### config.mk
export PLATFORM = sky130hd
export DESIGN_NAME = fetch_queue
export DESIGN_NICKNAME = d
export VERILOG_FILES = /design/src/rtl/fetch_queue.sv
export SDC_FILE = /design/constraint.sdc
export NUM_CORES = 1
export LEC_CHECK = 0
export BUFFER_PORTS_ARGS = -buffer_cell sky130_fd_sc_hd__clkbuf_2
export CORE_UTILIZATION = 51
export CTS_BUF_LIST = sky130_fd_sc_hd__clkbuf_4 sky130_fd_sc_hd__clkbuf_8 sky130_fd_sc_hd__clkbuf_16
export DETAILED_ROUTE_END_ITERATION = 7
export PLACE_DENSITY = 0.79
export SLEW_MARGIN = 20
export SYNTH_ARGS = -nofsm -noshare
export SYNTH_HDL_FRONTEND = slang
export SYNTH_SLANG_ARGS = --single-unit
### constraint.sdc
create_clock -name clk -period 2.5 [get_ports clk]
set_input_delay 0.5 -clock clk [delete_from_list [all_inputs] [get_ports clk]]
set_output_delay 0.5 -clock clk [all_outputs]
set_load 0.02 [all_outputs]
### src/rtl/fetch_queue.sv
// Instruction buffer between fetch and decode: a circular FIFO of {pc, instr}
// plus predecode flags, with stall backpressure and redirect flush.
module fetch_queue #(
    parameter int DEPTH = 4,
    parameter int XLEN  = 32
) (
    input  logic                     clk,
    input  logic                     reset_n,
    input  logic                     flush,
    input  logic                     in_valid,
    output logic                     in_ready,
    input  logic [XLEN-1:0]          in_pc,
    input  logic [XLEN-1:0]          in_instr,
    output logic                     out_valid,
    input  logic                     out_ready,
    output logic [XLEN-1:0]          out_pc,
    output logic [XLEN-1:0]          out_instr,
    output logic                     out_is_ctrl,
    output logic                     out_misaligned,
    output logic [$clog2(DEPTH):0]   count
);

    localparam int AW = $clog2(DEPTH);
    localparam logic [AW:0]   FULL_CNT = DEPTH[AW:0];
    localparam logic [AW:0]   CNT_ONE  = 1;
    localparam logic [AW-1:0] PTR_ONE  = 1;

    logic [XLEN-1:0] pc_mem    [DEPTH];
    logic [XLEN-1:0] instr_mem [DEPTH];
    logic            ctrl_mem  [DEPTH];
    logic            mis_mem   [DEPTH];

    logic [AW-1:0] rd_ptr;
    logic [AW-1:0] wr_ptr;
    logic          push;
    logic          pop;
    logic [6:0]    opcode;
    logic          in_is_ctrl;
    logic          in_misaligned;

    // in_ready looks only at registered occupancy, so a full queue never
    // accepts a push even when decode drains the head in the same cycle.
    assign in_ready  = (count != FULL_CNT);
    assign out_valid = (count != '0);
    assign push      = in_valid && in_ready && !flush;
    assign pop       = out_valid && out_ready && !flush;

    assign opcode        = in_instr[6:0];
    assign in_is_ctrl    = (opcode == 7'b1101111) || (opcode == 7'b1100111) ||
                           (opcode == 7'b1100011);
    assign in_misaligned = (in_pc[1:0] != 2'b00);

    assign out_pc         = pc_mem[rd_ptr];
    assign out_instr      = instr_mem[rd_ptr];
    assign out_is_ctrl    = ctrl_mem[rd_ptr];
    assign out_misaligned = mis_mem[rd_ptr];

    always_ff @(posedge clk or negedge reset_n) begin
        if (!reset_n) begin
            rd_ptr <= '0;
            wr_ptr <= '0;
            count  <= '0;
            for (int i = 0; i < DEPTH; i++) begin
                pc_mem[i]    <= '0;
                instr_mem[i] <= '0;
                ctrl_mem[i]  <= 1'b0;
                mis_mem[i]   <= 1'b0;
            end
        end else if (flush) begin
            // Entry contents are left in place; only the bookkeeping is cleared.
            rd_ptr <= '0;
            wr_ptr <= '0;
            count  <= '0;
        end else begin
            if (push) begin
                pc_mem[wr_ptr]    <= in_pc;
                instr_mem[wr_ptr] <= in_instr;
                ctrl_mem[wr_ptr]  <= in_is_ctrl;
                mis_mem[wr_ptr]   <= in_misaligned;
                wr_ptr            <= wr_ptr + PTR_ONE;
            end
            if (pop) begin
                rd_ptr <= rd_ptr + PTR_ONE;
            end
            case ({push, pop})
                2'b10:   count <= count + CNT_ONE;
                2'b01:   count <= count - CNT_ONE;
                default: count <= count;
            endcase
        end
    end

endmodule

# [Word level (Yosys, flattened, before mapping)]
# Index checks and enable logic that the tools add are counted.
[totals] register_bits=271 input_bits=69 out_inout_bits=71 wordCells=75
[op_classes] addsub=4 n_lt_le_gt_ge=3 n_eq_ne=6 mux=26 n_bitwise=3 reduce_logical=14
[op_table] op="128-bit bitwise mux" n=2
[op_table] op="32-bit two-way mux" n=5
[op_table] op="32-bit binary-select mux with 2-bit select" n=2
[op_table] op="32-bit demux with 2-bit select" n=1
[op_table] op="7-bit == test (second input constant)" n=3
[op_table] op="4-bit bitwise mux" n=2
[op_table] op="2-bit two-way mux" n=4
[op_table] op="3-bit greater-or-equal comparator (second input constant)" n=2
[op_table] op="2-bit inverter with 3-bit output" n=2
[op_table] op="3-bit one-hot mux with 2 select lines" n=1
[op_table] op="2-bit nonzero test" n=3
[op_table] op="3-bit nonzero test" n=2
[op_table] op="1-bit logical AND" n=5
[op_table] op="1-bit two-way mux" n=5
[op_table] op="2-bit by 1-bit adder with 2-bit output (second input constant)" n=2
[op_table] op="1-bit binary-select mux with 2-bit select" n=2
[op_table] op="3-bit by 1-bit adder with 3-bit output (second input constant)" n=1
[op_table] op="3-bit by 1-bit < comparator with 1-bit output (second input constant)" n=1
[op_table] op="3-bit two-way mux" n=1
[op_table] op="3-bit != test (second input constant)" n=1
[op_table] op="3-bit by 1-bit subtractor with 3-bit output (second input constant)" n=1
[op_table] op="1-bit demux with 2-bit select" n=1
[op_table] op="2-bit by 1-bit == test with 1-bit output (second input constant)" n=1
[op_table] op="2-bit == test (second input constant)" n=1
[op_table] op="other kinds (4)" n=5

# [Logic depth before layout (Yosys ltp)]
# Gate-level depths: netlist of run 1.
[depth] depth_word=6 mapped_depth=8 depth_no_buf=7

# [Worst setup path after synthesis of run 1]
# Ideal clock, no wire load.
[synth_path] path_type="register to register" start="reg count[0]" end="reg count[1]" setup_ps=125 t_arrival_ps=2172 required_ps=2375 path_slack_ps=203 path_stages_with_launch=8 n_path_buf=1 synth_period_minus_slack_ps=2297 cell_sequence="dfrtp_1 -> clkbuf_1 -> o31ai_1 -> nor3_1 -> fa_1 -> nor2_1 -> o21a_1 -> a2111oi_0"
[synth_between] elab_chain_len=6 word_cells_on_any_way=13 classes_between="add/sub: 2; eq/ne: 3; mux: 2; reduce/logical: 6"
[synth_rtl] element="start: declaration" line="20" rtl="output logic [$clog2(DEPTH):0] count"
[synth_rtl] element="start signal: assignment" line="86" rtl="2'b10: count <= count + CNT_ONE;"
[synth_rtl] element="start signal: assignment" line="87" rtl="2'b01: count <= count - CNT_ONE;"
[synth_rtl] element="start signal: assignment" line="88" rtl="default: count <= count;"
[synth_rtl] element="3-bit != test / 3-bit nonzero test (equally long branches)" line="43, 44"
[synth_rtl] element="1-bit logical AND (on tied branches) (2 in series)" line="45, 46"
[synth_rtl] element="2-bit by 1-bit == test with 1-bit output / 2-bit == test (equally long branches)" line="85" rtl="case ({push, pop})"
[synth_rtl] element="3-bit one-hot mux with 2 select lines" line="85"
[synth_rtl] element="3-bit two-way mux" line="69" rtl="end else if (flush) begin"
# Several ways; a longest one is shown, not always the timed one.
# A chain may end at the register's enable or synchronous reset.

# [Worst setup path in the final report of run 1]
[layout_path] start="reg rd_ptr[0]" end="out out_instr[5]"
[layout_between] elab_chain_len=4
[layout_rtl] element="start: declaration" line="33" rtl="logic [AW-1:0] rd_ptr;"
[layout_rtl] element="start signal: assignment" line="83" rtl="rd_ptr <= rd_ptr + PTR_ONE;"
[layout_rtl] element="2-bit inverter with 3-bit output (implied by the code)" line="54" rtl="assign out_instr = instr_mem[rd_ptr];"
[layout_rtl] element="32-bit binary-select mux with 2-bit select" line="54"
[layout_rtl] element="32-bit two-way mux (implied by the code) (2 in series)" line="54"
[layout_rtl] element="end: declaration" line="17" rtl="output logic [XLEN-1:0] out_instr,"
# Every way passes these cells. The select of a mux whose other input is x is not followed.

==> results of run 1 <==
## flip-flops by register name (all words and copies together), names as in the netlist
name	cells
ctrl_mem	4
rd_ptr	2
count	3
wr_ptr	2
pc_mem	128
mis_mem	4
instr_mem	128
## final cells by class
type / count / area, um^2 / share of cell area (%)
clock buffers: 39 / 838 / 5.67
multi-input cells: 383 / 5030 / 34.0
repair buffers: 173 / 1520 / 10.3
flip-flops and latches: 271 / 6790 / 45.9
clock inverters: 13 / 179 / 1.21
well taps: 319 / 399 / 2.70
inverters: 10 / 37.5 / 0.254
## routing by layer
layer / track usage (%) / part of all wire (%)
met5: 0 / 0
met4: 4.62 / 1.9
met3: 3.61 / 4.3
met1: 27.4 / 44
met2: 34.3 / 50
## per-stage QoR
step	worst slack, ns	setup TNS, ns	cells	hold slack [ns]	power (mW)
after global routing	-0.0692	-2.15	1208	0.229	16.0
after CTS	-0.0712	-2.66	1200	0.204	15.0
after global placement	0.366	0	1145	0.434	10.2
after floorplan	0.203	0	713	0.204	9.23
after detailed placement	0.285	0	1145	0.435	10.4
final	-0.00611	-0.0147	1208	0.226	15.3
## power breakdown
group | internal [mW] | switching (mW)
logic | 2.65 | 1.78
clock network | 2.76 | 1.73
registers | 5.72 | 0.666
## timing repair
item	4_1_cts	5_1_grt
hold endpoints to repair	41	0
endpoints found under the setup margin	59	65
gates cloned	0	6
buffers inserted	2	2
hold buffers	1	0
resized for setup	1	147
## cell usage in the layout (no fill, tap or decap), drive strengths merged, types with 2 or more instances in the layout
cell type  instances
dfrtp            271
mux2             261
clkbuf           131
buf               80
mux4              66
inv               12
clkinv             6
nand3              6
nor2               5
a21oi              5
mux2i              4
ha                 4
bufinv             4
xor2               3
o21ai              3
o22ai              3
nand2b             3
nor3               2
and3b              2
nor3b              2
## path summary, 6_finish.rpt
kind / from / to / cells after the start
setup / recovery: rd_ptr[0] / out_instr[5] / 4
hold / removal: in_pc[12] / pc_mem[76] / 2
setup reg to reg: count[1] / count[1] / 6
hold reg to reg: instr_mem[31] / instr_mem[31] / 1
max in group asynchronous: reset_n / rd_ptr[1] / 3
min in group asynchronous: reset_n / instr_mem[122] / 2
## cells by family after synthesis
kind of cell	Yosys count	share of synthesized area, %
mux	331	38.1
buf+inv	59	2.84
simple gates	26	1.35
flops	271	56.0
compound gates	18	0.981
xor+xnor	3	0.217
fa+ha+maj	5	0.578
## worst max-delay path, cell delays in order, from the launching register on
cell     delay (ns)
dfrtp_4        0.47
buf_12         0.15
buf_16         0.15
mux4_2         0.54
buf_6          0.16
==> impl_metrics.json, run 1 <==
{
  "status": "complete, but fails checks",
  "violations": "negative setup slack",
  "rsz0062_at_grt": "yes",
  "max_freq_mhz": 399,
  "core.rowCount": 56,
  "power.density_mw_per_mm2": 1030,
  "core_area_mm2": 0.0234,
  "p_leak_nw": 6.75,
  "worstSetupPathType": "flop to primary output",
  "overflow": 0,
  "gp_congestion": 0.790,
  "drc": 0,
  "clk_latency_ns": 0.54,
  "die_y_um": 156,
  "seq_area_frac_synth_pct": 56.0,
  "synth_cell_types": 38,
  "io_pins": 140,
  "nets": 942,
  "r2r_setup_slack_ns": 0.30,
  "grt_max_degree": 84,
  "grtUsageTotal_pct": 20.3,
  "period_needed_ns": 2.51,
  "dpl.hpwl_um": 14700,
  "area_growth_pct": 22.1,
  "synthTopCellsByCount": "271 x dfrtp_1, 222 x mux2_2, 66 x mux4_2, 39 x mux2_4, 18 x buf_4",
  "fin_util_pct": 63.2,
  "worst_pin_slew_ns": 0.402,
  "synth.net_count": 787,
  "die_width_um": 156,
  "synth_area_leaders": "dfrtp_1 56%, mux2_2 21%, mux4_2 12%",
  "totalWireLength_um": 24500,
  "antenna_left": 0,
  "grt_pass1_wl_um": 38800,
  "first_global_vias": 7304,
  "tritoncts": "done",
  "yosys_warnings": 0,
  "cp-start-kind": "flop",
  "cts.sinks": 271,
  "slew_violations": 0,
  "synth.most_common_cell": "dfrtp_1",
  "io_buffer_count": 139,
  "fin_area_mm2": 0.0148,
  "relSlewSlack_pct": 72.5,
  "vias": 6722,
  "setup_viol": 4,
  "firstDrtPassIters": 4,
  "required_ns": 2.00,
  "synthesis.area_mm2": 0.0121,
  "avgSynthCellArea_um2": 17.0,
  "timing.final.ws_setup_ns": -0.00611,
  "synth_seq_cells": 271,
  "initial_core_util_pct": 51.8,
  "drive_above_1_share_pct": 63.1,
  "nFillCells": 1721,
  "placed_cell_area_mm2": 0.0133,
  "cts.htree.levels": 1,
  "holdCritPathClass": "input pin to flop",
  "drv_cap": 0,
  "synth_flop_cell": "dfrtp_1",
  "dieArea_mm2": 0.0244,
  "numCtsBuffers": 29,
  "drtIter0Drc": 284,
  "path_clk_slew_ns": 0.07,
  "end_kind": "primary output",
  "finalCritPeriodShare_pct": 100,
  "netlist_instances": 713,
  "hold_violations": 0,
  "irDropWorstVdd_uv": 566,
  "antenna_cells": 0,
  "synth_edf_count": 0,
  "wl_per_cell_um": 20.3,
  "antenna_found_initial": 0,
  "cts_buffer_depth": 3,
  "synth_area_leader_cell": "dfrtp_1",
  "root_buffer": "clkbuf_16",
  "viasPerCell": 5.56,
  "synth_top_area_share_pct": 56.0,
  "worstPathArrival_ns": 2.01,
  "cp_max_fo": 7,
  "fin_worst_skew_ns": 0.00829,
  "synthArstFlopShare_pct": 100
}
No activity file was read; power rests on OpenSTA's default activity.
==> run 2: changes to the inputs <==
==> constraint.sdc (replaced) <==
create_clock -name clk -period 2.5 [get_ports clk]
set_input_delay 0.5 -clock clk [delete_from_list [all_inputs] [get_ports clk]]
set_output_delay 0.5 -clock clk [all_outputs]
set_load 0.005 [all_outputs]
==> run 2 against run 1 <==
Critical endpoint is now out_pc[12]. Final cell count shrank 0.25%. Critical path type unchanged. Sequential power is essentially flat. Hold slack gained 0.018 ns. Highest routed layer unchanged. The run now ends clean. Flip-flop and latch count is the same.
==> impl_metrics.json, run 2 (synthesized netlist as in run 1, its figures left out) <==
{
  "reg_top3": "instr_mem: 128 flops, pc_mem: 128 flops",
  "path_clk_slew_ns": 0.06,
  "required_ns": 2.00,
  "multiInputGateArea_mm2": 0.00503,
  "core.rowCount": 56,
  "holdCritPathClass": "input pin to flop",
  "tritoncts": "done",
  "fin_worst_skew_ns": 0.00982,
  "cts.htree.levels": 1,
  "worst_pin_slew_ns": 0.450,
  "cts_buffer_depth": 3,
  "p_leak_nw": 6.62,
  "numPlacedInstances": 1145,
  "io_buffer_count": 139,
  "cp-start-kind": "flop",
  "fin_area_mm2": 0.0144,
  "vias": 6696,
  "initial_core_util_pct": 51.8,
  "slew_violations": 0,
  "gp_congestion": 0.790,
  "max_freq_mhz": 408,
  "viasPerCell": 5.56,
  "die_y_um": 156,
  "wl_per_cell_um": 20.0,
  "nFillCells": 1772,
  "die_width_um": 156,
  "overflow": 0,
  "nets": 940,
  "cp_max_fo": 13,
  "dp_slack_ns": 0.229,
  "clk_latency_ns": 0.53,
  "relSlewSlack_pct": 70.0,
  "antenna_found_initial": 0,
  "dpl.hpwl_um": 14800,
  "setup_viol": 0,
  "cts.sinks": 271,
  "drive_above_1_share_pct": 63.0,
  "grt_pass1_wl_um": 38400,
  "final_cells": 1205,
  "io_pins": 140,
  "end_kind": "primary output",
  "firstDrtPassIters": 6,
  "power.density_mw_per_mm2": 971,
  "grt_max_degree": 84,
  "area_growth_pct": 18.8,
  "antenna_cells": 0,
  "drv_cap": 0,
  "antenna_left": 0,
  "drc": 0,
  "status": "finished, final reports clean",
  "grtUsageTotal_pct": 20.2,
  "finalCritPeriodShare_pct": 98.0,
  "placed_cell_area_mm2": 0.0133,
  "drtIter0Drc": 342,
  "timing.final.ws_setup_ns": 0.0510,
  "rsz0062_at_grt": "yes",
  "irDropWorstVdd_uv": 606,
  "core_area_mm2": 0.0234,
  "dieArea_mm2": 0.0244,
  "root_buffer": "clkbuf_16",
  "first_global_vias": 7167,
  "hold_violations": 0,
  "worstSetupPathType": "flop to primary output",
  "final_common_cell": "dfrtp_1",
  "final_cell_mix": "269 x dfrtp_1, 222 x mux2_2, 137 x clkbuf_2",
  "numCtsBuffers": 29,
  "final-seq-area_mm2": 0.00679,
  "period_needed_ns": 2.45,
  "worstPathArrival_ns": 1.95,
  "totalWireLength_um": 24100
}
## run 2: area by class of cell
class,instances,area share [%]
clock buffer,46,6.19
clock inverter,5,0.200
inverter,10,0.261
multi-input combinational,383,34.9
sequential,271,47.1
tap,319,2.77
timing repair buffer,171,8.52
## run 2: worst paths after layout
kind                                  to  slack, ns  cells after the start     startpoint
min                           pc_mem[83]       0.24                      2      in_pc[19]
min reg2reg                instr_mem[32]       0.50                      1  instr_mem[32]
min in group asynchronous    pc_mem[106]       0.47                      2        reset_n
max in group asynchronous    ctrl_mem[2]       1.25                      3        reset_n
max reg2reg                     count[1]       0.23                      6       count[1]
max                           out_pc[12]       0.05                      4      rd_ptr[0]
## run 2: timing repair
| item | in CTS | in global routing |
|---|---|---|
| cloned | 0 | 4 |
| setup endpoints to repair | 58 | 52 |
| gates resized for setup | 0 | 5 |
| buffers inserted | 1 | 3 |
| hold buffers | 1 | 0 |
| endpoints found under the hold margin | 41 | 0 |
## run 2: per-layer routing
metal / global-route usage, % / up-vias / wire (um)
met1: 28.1 / 3561 / 10600
met4: 4.44 / 0 / 409
met3: 3.39 / 36 / 945
met5: 0 / - / 0
met2: 33.4 / 118 / 12100
li1: - / 2981 / -
## run 2: metrics by stage
step	TNS [ns]	utilization [%]	hold WS, ns	total power, mW
after floorplan	0	-	0.204	8.66
after global placement	0	56.9	0.434	9.71
after detailed placement	0	56.9	0.433	9.89
after CTS	-0.0240	60.9	0.224	14.0
after global routing	-0.273	61.5	0.234	14.7
final	0	61.5	0.244	14.0
## run 2: worst max-delay path, cell delays in order (launching register included)
cell      delay, ns
dfrtp_4        0.46
buf_12         0.13
buf_16         0.16
mux4_2         0.53
clkbuf_2       0.14
## run 2: power breakdown
part | switching (mW) | internal (mW)
combinational | 1.20 | 2.31
sequential | 0.679 | 5.72
clock | 1.64 | 2.43
